## src/rtl/pico_gpio_irq.sv

```systemverilog
// GPIO peripheral for the PicoRV32 native bus: synchronised inputs, atomic output
// updates, per-pin edge interrupts with write-one-to-clear status.
module pico_gpio_irq #(
    parameter int WIDTH       = 32,
    parameter int SYNC_STAGES = 2
) (
    input  logic             clk,
    input  logic             resetn,
    input  logic             busin_valid,
    input  logic [31:0]      busin_addr,
    input  logic [31:0]      busin_wdata,
    input  logic [3:0]       busin_wstrb,
    output logic             busout_ready,
    output logic [31:0]      busout_rdata,
    input  logic [WIDTH-1:0] gpio_in,
    output logic [WIDTH-1:0] gpio_out,
    output logic [WIDTH-1:0] gpio_oe,
    output logic             irq
);

    localparam logic [3:0] REG_OE      = 4'h0;
    localparam logic [3:0] REG_OUT     = 4'h1;
    localparam logic [3:0] REG_IN      = 4'h2;
    localparam logic [3:0] REG_OUT_SET = 4'h3;
    localparam logic [3:0] REG_OUT_CLR = 4'h4;
    localparam logic [3:0] REG_OUT_TGL = 4'h5;
    localparam logic [3:0] REG_RISE_EN = 4'h6;
    localparam logic [3:0] REG_FALL_EN = 4'h7;
    localparam logic [3:0] REG_STATUS  = 4'h8;

    logic [WIDTH-1:0] oe_reg;
    logic [WIDTH-1:0] out_reg;
    logic [WIDTH-1:0] rise_en;
    logic [WIDTH-1:0] fall_en;
    logic [WIDTH-1:0] status;
    logic [WIDTH-1:0] sync_chain [SYNC_STAGES];
    logic [WIDTH-1:0] sync;
    logic [WIDTH-1:0] prev;
    logic [WIDTH-1:0] rise;
    logic [WIDTH-1:0] fall;
    logic [WIDTH-1:0] lane_mask;
    logic [WIDTH-1:0] wval;
    logic [WIDTH-1:0] clr;
    logic [31:0]      lane_mask_full;
    logic [31:0]      wval_full;
    logic [31:0]      rd_val;
    logic [3:0]       idx;
    logic             access;
    logic             wr;
    logic             unused_bits;

    assign idx    = busin_addr[5:2];
    assign access = busin_valid && !busout_ready;
    assign wr     = |busin_wstrb;

    // Writes of every kind (plain, set/clear/toggle, W1C) are confined to strobed bytes.
    assign lane_mask_full = {{8{busin_wstrb[3]}}, {8{busin_wstrb[2]}},
                             {8{busin_wstrb[1]}}, {8{busin_wstrb[0]}}};
    assign wval_full      = busin_wdata & lane_mask_full;
    assign lane_mask      = lane_mask_full[WIDTH-1:0];
    assign wval           = wval_full[WIDTH-1:0];

    assign unused_bits = ^{busin_addr[31:6], busin_addr[1:0], wval_full, lane_mask_full};

    assign sync = sync_chain[SYNC_STAGES-1];
    assign rise = sync & ~prev;
    assign fall = ~sync & prev;
    assign clr  = (access && wr && idx == REG_STATUS) ? wval : '0;

    assign gpio_out = out_reg;
    assign gpio_oe  = oe_reg;
    assign irq      = |status;

    always_comb begin
        rd_val = '0;
        case (idx)
            REG_OE:      rd_val = 32'(oe_reg);
            REG_OUT:     rd_val = 32'(out_reg);
            REG_IN:      rd_val = 32'(sync);
            REG_RISE_EN: rd_val = 32'(rise_en);
            REG_FALL_EN: rd_val = 32'(fall_en);
            REG_STATUS:  rd_val = 32'(status);
            default:     rd_val = '0;
        endcase
    end

    // A fresh edge on a bit being cleared in the same cycle keeps that bit set.
    always_ff @(posedge clk) begin
        if (!resetn) begin
            oe_reg       <= '0;
            out_reg      <= '0;
            rise_en      <= '0;
            fall_en      <= '0;
            status       <= '0;
            prev         <= '0;
            busout_ready <= 1'b0;
            busout_rdata <= '0;
            for (int i = 0; i < SYNC_STAGES; i++) sync_chain[i] <= '0;
        end else begin
            sync_chain[0] <= gpio_in;
            for (int i = 1; i < SYNC_STAGES; i++) sync_chain[i] <= sync_chain[i-1];
            prev   <= sync;
            status <= (status & ~clr) | (rise & rise_en) | (fall & fall_en);

            if (access) begin
                busout_ready <= 1'b1;
                busout_rdata <= rd_val;
                if (wr) begin
                    case (idx)
                        REG_OE:      oe_reg  <= (oe_reg & ~lane_mask) | wval;
                        REG_OUT:     out_reg <= (out_reg & ~lane_mask) | wval;
                        REG_OUT_SET: out_reg <= out_reg | wval;
                        REG_OUT_CLR: out_reg <= out_reg & ~wval;
                        REG_OUT_TGL: out_reg <= out_reg ^ wval;
                        REG_RISE_EN: rise_en <= (rise_en & ~lane_mask) | wval;
                        REG_FALL_EN: fall_en <= (fall_en & ~lane_mask) | wval;
                        default: ;
                    endcase
                end
            end else begin
                busout_ready <= 1'b0;
                busout_rdata <= '0;
            end
        end
    end

endmodule

```

## config.mk

```make
export PLATFORM = sky130hd
export DESIGN_NAME = pico_gpio_irq
export DESIGN_NICKNAME = d
export VERILOG_FILES = /design/src/rtl/pico_gpio_irq.sv
export SDC_FILE = /design/constraint.sdc
export NUM_CORES = 1
export LEC_CHECK = 0
export BUFFER_PORTS_ARGS = -buffer_cell sky130_fd_sc_hd__buf_4
export CAP_MARGIN = 30
export CORE_MARGIN = 5
export CORE_UTILIZATION = 35
export DETAILED_ROUTE_END_ITERATION = 16
export SYNTH_ARGS = -nofsm -noshare
export SYNTH_HDL_FRONTEND = slang
export SYNTH_SLANG_ARGS = --single-unit
```

## constraint.sdc

```tcl
create_clock -name clk -period 4.95 [get_ports clk]
set_input_delay 0.7425 -clock clk [delete_from_list [all_inputs] [get_ports clk]]
set_output_delay 0.7425 -clock clk [all_outputs]
set_load 0.005 [all_outputs]
```

**After elaboration in Yosys (flattened, before gate mapping)**

Memory sizes are Yosys's and may differ from the RTL's.
Index checks and enable logic that the tools add are counted.

- Input port bits: 103
- Register bits: 225
- Logic and storage cells: 64
- RAM bits: 64
- Memories kept: 1
- Output and inout bits: 98

- Equal/unequal tests: 8
- Bitwise gates (word level): 26
- Mux-type cells: 8
- Reduce and logical (&&, ||, !) cells: 13

Memories:

| name | depth | width | rd ports | clocked after memory_dff | wr ports | line | text |
|---|---|---|---|---|---|---|---|
| sync_chain | 2 | 32 | 2 | 0 | 2 | 36 | `logic [WIDTH-1:0] sync_chain [SYNC_STAGES];` |

Operators by type and width:

| operator | count |
|---|---|
| $and 32x32->32 | 11 |
| $or 32x32->32 | 7 |
| $pmux 32 s6 | 1 |
| $not 32->32 | 5 |
| $pmux 32 s4 | 1 |
| $mux 32 | 3 |
| $reduce_or 32->1 | 1 |
| $xor 32x32->32 | 1 |
| $eq 4x3->1 const B | 4 |
| $reduce_and 3->1 | 4 |
| $eq 4x2->1 const B | 2 |
| $eq 4x1->1 const B | 1 |
| $eq 4x4->1 const B | 1 |
| $logic_not 4->1 | 1 |
| $reduce_bool 4->1 | 1 |
| $reduce_or 4->1 | 1 |
| $logic_and 1x1->1 | 3 |
| $mux 1 | 3 |
| $or 1x1->1 | 2 |
| $reduce_and 2->1 | 1 |
| $logic_not 1->1 | 1 |

**Longest topological paths before layout**

Gate-level depths: netlist of run 1.

- Depth in word-level cells: 9
- Depth in mapped cells: 8
- Depth with buffers taken out: 6

**Worst setup path after synthesis of run 1**

Ideal clock, no wire load.

- Path type: input to register
- From: in busin_wstrb[1]
- To: reg out_reg[8] (netlist: gpio_out[8])
- Slack: 2.644 ns
- Library setup time: 0.092 ns
- Path buffers: 2
- Arrival time: 2.214 ns
- Cell stages on the path: 8
- Data required time: 4.858 ns
- Cell sequence: clkbuf_1 -> clkbuf_1 -> nand2_1 -> ha_1 -> and2_1 -> o21ai_0 -> nand2_1 -> o32ai_1

- Word-level cells in the longest chain between the ends: 4
- Elaborated cells between the ends (all ways): 11
- Those cells by class: 1 x mux; 8 x bitwise; 2 x reduce/logical

RTL lines:

| what | line | text |
|---|---|---|
| start, declared | 12 | `input logic [3:0] busin_wstrb,` |
| $and 32x32->32 or $not 32->32 (tied branches) | 59, 111 |  |
| $not 32->32 or $and 32x32->32 (tied branches) | 113, 111 |  |
| $and 32x32->32 or $or 32x32->32 (tied branches) | 113, 111 |  |
| $pmux 32 s4 | 109 | `case (idx)` |
| end signal, assigned | 111 | `REG_OUT: out_reg <= (out_reg & ~lane_mask) \| wval;` |
| end signal, assigned | 113 | `REG_OUT_CLR: out_reg <= out_reg & ~wval;` |
| end signal, assigned | 114 | `REG_OUT_TGL: out_reg <= out_reg ^ wval;` |
| end, declared | 32 | `logic [WIDTH-1:0] out_reg;` |

Parallel ways exist; a longest one is shown, timed or not.
A chain may end at the register's enable or synchronous reset.

==> results of run 1 <==
[where the power goes]
part	internal, µW	switching, µW	total [µW]
clock	1510	960	2470
combinational	130	228	358
sequential	2370	30.2	2400
[layer usage]
| metal | GRT usage (%) | part of all wire (%) |
|---|---|---|
| met1 | 26.4 | 44 |
| met2 | 30.8 | 46 |
| met3 | 3.44 | 7.4 |
| met4 | 6.42 | 2.8 |
| met5 | 0 | 0 |
[stage by stage]
stage	instance area (µm²)	hold WS (ns)	setup slack [ns]	total power (µW)	util, %
after global routing	14900	0.425	1.91	5420	43.3
final	14900	0.425	2.04	5230	43.3
after detailed placement	13800	0.419	1.54	2810	40.1
after CTS	14900	0.422	1.93	5280	43.3
after floorplan	12200	0.412	2.64	2640	-
after global placement	13800	0.417	1.66	2800	40.1
[how the worst min path moves through the flow]
stage	cells past startpoint	slack (ns)	end	start
2_1_floorplan	1	0.41	sync_chain[0][32]$_SDFF_PN0_	sync_chain[0][0]$_SDFF_PN0_
3_3_place_gp	1	0.42	sync_chain[0][36]$_SDFF_PN0_	sync_chain[0][4]$_SDFF_PN0_
3_5_place_dp	1	0.42	sync_chain[0][34]$_SDFF_PN0_	sync_chain[0][2]$_SDFF_PN0_
4_1_cts	2	0.42	sync_chain[0][7]$_SDFF_PN0_	gpio_in[7]
5_1_grt	2	0.43	sync_chain[0][4]$_SDFF_PN0_	gpio_in[4]
6_report	1	0.43	sync_chain[0][60]$_SDFF_PN0_	sync_chain[0][28]$_SDFF_PN0_
[Yosys cell counts (all sizes together) (3+ instances only)]
cell type	number	share of area, %
dfxtp	289	47
nand2	193	5.9
o21ai	131	5.4
and2	113	5.8
a21oi	106	4.3
nor2	98	3.0
nand3	85	3.5
clkbuf	76	2.3
nand4	37	1.9
buf	36	1.4
a222oi	32	2.6
a22o	32	2.3
ha	32	3.3
mux2	32	3.0
nand3b	32	2.0
o32ai	24	1.7
mux2i	16	1.3
nor4	9	0.58
a211oi	8	0.49
o21bai	8	0.49
nand4b	4	0.29
nor2b	4	0.20
inv	3	0.092
[critical path: stages]
cell and delay, ns:
buf_4 0.49, buf_4 0.69, nand4_1 0.83, nand3_1 0.32, o21ai_0 0.12
[cell type report]
class / instances / area share [%]
multi-input cells: 1007 / 40.3
repair buffers: 191 / 9.68
clock inverters: 7 / 0.427
well taps: 455 / 3.81
clock buffers: 50 / 7.00
flip-flops and latches: 289 / 38.7
inverters: 3 / 0.0754
[logic make-up after synthesis]
kind of cell    count (synthesis)
simple gates                  584
flops                         289
compound gates                343
fa+ha+maj                      32
buf+inv                       115
mux                            48
==> results by group, run 1 <==
Drt
  • Drt pass-1 iters: 6
  • Wire length per cell: 19.6 µm
  • Vias per inst: 5.44
  • Antenna-violating nets left: 0
  • # DRC: 0
  • Routed wire length: 39.2 mm
  • Drt first-iter violations: 708
  • Routed vias: 10900

Timing
  • Fin. Hold Viols: 0
  • F_max: 344 MHz
  • Slew margin rel.: 32.3%
  • Max Slew Vio Count: 0
  • Fin Setup TNS: 0 ns
  • Tmin final: 2.91 ns
  • Clock Skew: 0.0115 ns
  • Worst-Margin Slew: 1.01 ns
  • Final setup vio count: 0
  • Final period utilization: 58.8%
  • RSZ-0062 raised after global routing: false

Clocking
  • Reg clk slew, reported paths: 0.06 ns
  • Root Buffer: clkbuf_16
  • Resized Gates After CTS: 0
  • Post-CTS Hold Buffers: 0
  • Postcts setup bufs: 0
  • Number of clock sinks: 289
  • H-Tree Depth: 2
  • CTS buffer count: 34
  • Max Root-Sink Buffers: 3
  • Worst skew pair latency: 0.51 ns
  • CTS tree: built

Critical path
  • Reg2reg end: busout_rdata[30]$_SDFF_PN0_
  • CP startpoint kind: primary input
  • Critical R2R Launch: busout_ready$_SDFF_PN0_
  • CP required: 5.31 ns
  • Critical path class: primary input to flip-flop
  • Reg2reg path depth: 5
  • Crit-path max FO: 60
  • WP data arrival: 3.27 ns
  • CP startpoint: busin_addr[2]
  • R2r setup slk: 2.76 ns
  • Endpoint class of the critical path: flip-flop

Run
  • # Max-Cap Violations: 0

Synth
  • Netlist cell types: 38
  • Synth async-reset ratio: 0%
  • Compound-Gate Fraction of Synth Area: 17.5%
  • Synth Net Count: 1546
  • Largest family of logic cells by synthesized area: simple AND/OR/NAND/NOR gates
  • Register area share after synthesis: 47.4%
  • XOR/XNOR Fraction of Synth Area: 0%
  • Cell area after synthesis: 12200 µm²
  • Cells after Synth: 1411
  • Post-synth top flop: dfxtp_1
  • Synthesis-stage register bit count: 289
  • Synth warn: 0
  • Adder-Cell Fraction of Synth Area: 3.28%
  • Syn_area_per_cell: 8.66 µm²
  • Post-synth EDFFs: 0
  • Mux cell area share after synthesis: 4.26%
  • Post-Synth Simple-Gate Area: 23.8%

Final layout
  • Commonest non-fill, non-tap cell in the layout: dfxtp_1
  • Area Growth Syn to Fin: 22.3%
  • Fin cells: 2002
  • Layout cells sized above 1: 18.4%
  • Antenna diodes: 0
  • Layout Nets: 1661
  • Area of the multi-input gates: 6010 µm²
  • Layout fillers: 3406
  • Most frequent cells in the layout: dfxtp_1 (289), nand2_1 (193), buf_4 (189)
  • Storage element area: 5790 µm²

Global route
  • Number of global-route vias before repair: 10300
  • First-pass GRT wire length: 59.9 mm
  • GRT Total Usage: 19.2%
  • Pin count of the biggest net entering global routing: 106
  • Global route total overflow: 0
  • Antenna violations before repair: 0

Placement
  • Port Buffer Count: 172
  • Placer congestion estimate: 0.801
  • Dpl hpwl: 25.8 mm
  • # placed instances: 1945

Power and ir drop
  • Total leakage power: 0.00595 µW
  • Pwr dens: 350 nW/µm²
  • Peak supply drop: 206 µV

Floorplan
  • Top Ports: 201
  • Rows: 68
  • Chip Width: 197 µm
  • Die area: 38700 µm²
  • Die Ht: 197 µm
  • Initial Util: 35.4%
  • Core area: 34500 µm²

Hold path
  • HP Class: flip-flop to flip-flop

Status
  • Status: complete, no violations
No activity file was read; power rests on OpenSTA's default activity.
==> run 2: changes to the inputs <==
--- a/config.mk
+++ b/config.mk
@@ -5,6 +5,7 @@
 export SDC_FILE = /design/constraint.sdc
 export NUM_CORES = 1
 export LEC_CHECK = 0
+export ABC_AREA = 1
 export BUFFER_PORTS_ARGS = -buffer_cell sky130_fd_sc_hd__buf_4
 export CAP_MARGIN = 30
 export CORE_MARGIN = 5
==> constraint.sdc (replaced) <==
create_clock -name clk -period 2.61 [get_ports clk]
set_input_delay 0.3915 -clock clk [delete_from_list [all_inputs] [get_ports clk]]
set_output_delay 0.3915 -clock clk [all_outputs]
set_load 0.005 [all_outputs]
==> run 2 against run 1 <==
  * Power increased by 110%
  * Largest cell class unchanged
  * Global-route usage up 2.1 points
  * Synthesized cell count grew 59%
  * Non-clock buffer count rose by 32
  * Die area rose by 16%
  * Clock skew grew 0.012 ns
  * Highest routed layer is now met5
  * Worst hold slack worse by 0.40 ns
  * Cell count rose by 47%
==> results by group, run 2 <==
Synth
  • Synthesis-stage register bit count: 289 (unchanged)
  • Post-synth EDFFs: 0 (unchanged)
  • Netlist cell types: 19 (-50%)
  • Register area share after synthesis: 40.5% (-6.8 points)
  • Synth Net Count: 2379 (+54%)
  • Post-synth top flop: dfxtp_1
  • Largest cells by area after synthesis: dfxtp_1 (41%), nand2_1 (18%), inv_1 (9.5%)
  • Synth async-reset ratio: 0% (unchanged)
  • Area leader, netlist: dfxtp_1
  • Count leader, synth: nand2_1
  • Synth warn: 0 (unchanged)
  • Area share of the largest cell type after synthesis: 40.5% (-6.8 points)
  • List of most frequent post-synthesis cells: nand2_1 (703), inv_1 (363), dfxtp_1 (289)
  • Cells after Synth: 2244 (+59%)
  • Syn_area_per_cell: 6.36 µm² (-26%)
  • Cell area after synthesis: 14300 µm² (+17%)

Critical path
  • Reg2reg path depth: 9 (+4)
  • CP startpoint kind: flip-flop
  • Crit-path max FO: 3 (-95%)
  • CP required: 2.22 ns (-3.09 ns)
  • WP data arrival: 2.06 ns (-1.21 ns)
  • Crit path top cell by count: nand2_1
  • Critical path class: flip-flop to primary output
  • Slowest cell on the critical path: nor4_1
  • Largest stage delay, worst path: 0.58 ns (-0.25 ns)
  • Crit path cell chain: nor4_1 > nand2_1 > nor2_1 > nand2_1 > buf_4
  • Endpoint class of the critical path: primary output

Global route
  • Number of global-route vias before repair: 13900 (+35%)
  • GRT Total Usage: 21.3% (+2.1 points)
  • Antenna violations before repair: 1 (+1)
  • Global route total overflow: 0 (unchanged)
  • First-pass GRT wire length: 76.1 mm (+27%)
  • Pin count of the biggest net entering global routing: 108 (+1.9%)

Final layout
  • Layout Nets: 2521 (+52%)
  • Most frequent cells in the layout: nand2_1 (702), inv_1 (363), dfxtp_1 (289)
  • Commonest non-fill, non-tap cell in the layout: nand2_1
  • Antenna diodes: 0 (unchanged)
  • Layout cells sized above 1: 12.2% (-6.3 points)
  • Layout fillers: 4253 (+25%)
  • Area Growth Syn to Fin: 22.5%
  • Fin cells: 2942 (+47%)
  • Final core area utilization: 43.1% (-0.21 points)

Run
  • # Max-Cap Violations: 0 (unchanged)

Clocking
  • Postcts setup bufs: 0 (unchanged)
  • Worst skew pair latency: 0.55 ns (+0.04 ns)
  • Resized Gates After CTS: 0 (unchanged)
  • Number of clock sinks: 289 (unchanged)
  • CTS tree: built
  • H-Tree Depth: 2 (unchanged)
  • CTS buffer count: 35 (+2.9%)
  • Post-CTS Hold Buffers: 0 (unchanged)
  • Root Buffer: clkbuf_16
  • Reg clk slew, reported paths: 0.06 ns (about the same)
  • Max Root-Sink Buffers: 3 (unchanged)

Floorplan
  • Initial Util: 35.2% (-0.24 points)
  • Chip Width: 212 µm (+7.7%)
  • Rows: 74 (+8.8%)
  • Core area: 40600 µm² (+18%)
  • Die Ht: 212 µm (+7.7%)
  • Die area: 44900 µm² (+16%)
  • Top Ports: 201 (unchanged)

Placement
  • Dpl hpwl: 32.8 mm (+27%)
  • Port Buffer Count: 172 (unchanged)
  • Placer congestion estimate: 0.846 (+5.6%)
  • # placed instances: 2881 (+48%)
  • Setup WS pre-CTS: 0.440 ns (-1.10 ns)

Drt
  • # DRC: 0 (unchanged)
  • Routed vias: 14500 (+33%)
  • Wire length per cell: 16.6 µm (-15%)
  • Vias per inst: 4.91 (-9.6%)
  • Drt pass-1 iters: 5 (-1)
  • Drt first-iter violations: 1186 (+68%)
  • Antenna-violating nets left: 0 (unchanged)
  • Routed wire length: 48.9 mm (+25%)

Timing
  • Slew margin rel.: 52.7% (+20 points)
  • RSZ-0062 raised after global routing: false
  • Worst-Margin Slew: 0.709 ns (-0.305 ns)
  • Max Slew Vio Count: 0 (unchanged)
  • Fin Setup TNS: 0 ns (unchanged)
  • F_max: 409 MHz
  • Final setup vio count: 0 (unchanged)
  • Final period utilization: 93.8%
  • Clock Skew: 0.0232 ns (+0.0116 ns)
  • Final Worst Setup Slack: 0.162 ns (-1.88 ns)
  • Tmin final: 2.45 ns
  • Fin. Hold Viols: 0 (unchanged)

Hold path
  • HP Class: primary input to flip-flop
  • Worst hold path depth: 3 (+2)

Power and ir drop
  • Pwr dens: 623 nW/µm² (+78%)
  • Peak supply drop: 398 µV (+93%)
  • Overall power: 10900 µW (+110%)
  • Total leakage power: 0.00906 µW (+52%)

Status
  • Status: complete, no violations
[run 2: cell count changes after synthesis, sizes merged, moves of 32 or more]
cell	delta
o21ai	-67
nor2	+149
and2	-113
a22o	-32
a21oi	-41
o211ai	+32
mux2	-32
inv	+361
nand2	+510
nand3	+172
a222oi	-32
[run 2: critical path, delay by kind of cell (launching register included)]
family | cells | cell delay (ns)
buffers and inverters | 1 | 0.16
and+or+nand+nor | 4 | 0.96
DFF | 1 | 0.39
[run 2: stage by stage]
step	cell area, µm²	hold WS [ns]
after floorplan	14300	0.390
after global placement	16200	0.396
after detailed placement	16200	0.398
after CTS	17500	0.000473
after global routing	17500	0.0190
final	17500	0.0247
[run 2: cells by family after synthesis]
kind of cell	synth area share (%)
flip-flops	40.5
AND/OR/NAND/NOR	37.5
adder cells (fa/ha/maj)	2.80
AO/OA/AOI/OAI	6.20
buffers and inverters	13.0
[run 2: where the power goes]
group | leakage [µW] | switching (µW) | internal, µW
registers | 0.00235 | 121 | 4550
logic | 0.00609 | 656 | 344
clock network | 0.000616 | 1930 | 3310
[run 2: worst paths after layout]
path,startpoint,endpoint,slack [ns]
worst min register to register,sync_chain[0][11]$_SDFF_PN0_,sync_chain[0][43]$_SDFF_PN0_,0.41
worst min-delay path,gpio_in[30],sync_chain[0][30]$_SDFF_PN0_,0.02
worst max-delay path,status[3]$_SDFF_PN0_,irq,0.16
worst max register to register,busout_ready$_SDFF_PN0_,flip-flop,0.55
[run 2: area by class of cell]
| type | count | area, µm² | area share, % |
|---|---|---|---|
| timing repair buffer | 223 | 1740 | 9.93 |
| multi-input combinational | 1471 | 6680 | 38.2 |
| clock inverter | 15 | 239 | 1.37 |
| clock buffer | 46 | 1010 | 5.76 |
| sequential | 289 | 5790 | 33.1 |
| tap | 532 | 666 | 3.81 |
| inverter | 366 | 1380 | 7.87 |
[run 2: routing by layer]
metal	track usage [%]	wire [µm]	vias up	part of all wire (%)
met5	0	13	-	0.027
met4	8.49	1610	2	3.3
met2	34.6	22400	500	46
met1	28.3	21300	6668	44
met3	3.98	3590	101	7.3
li1	-	-	7186	-
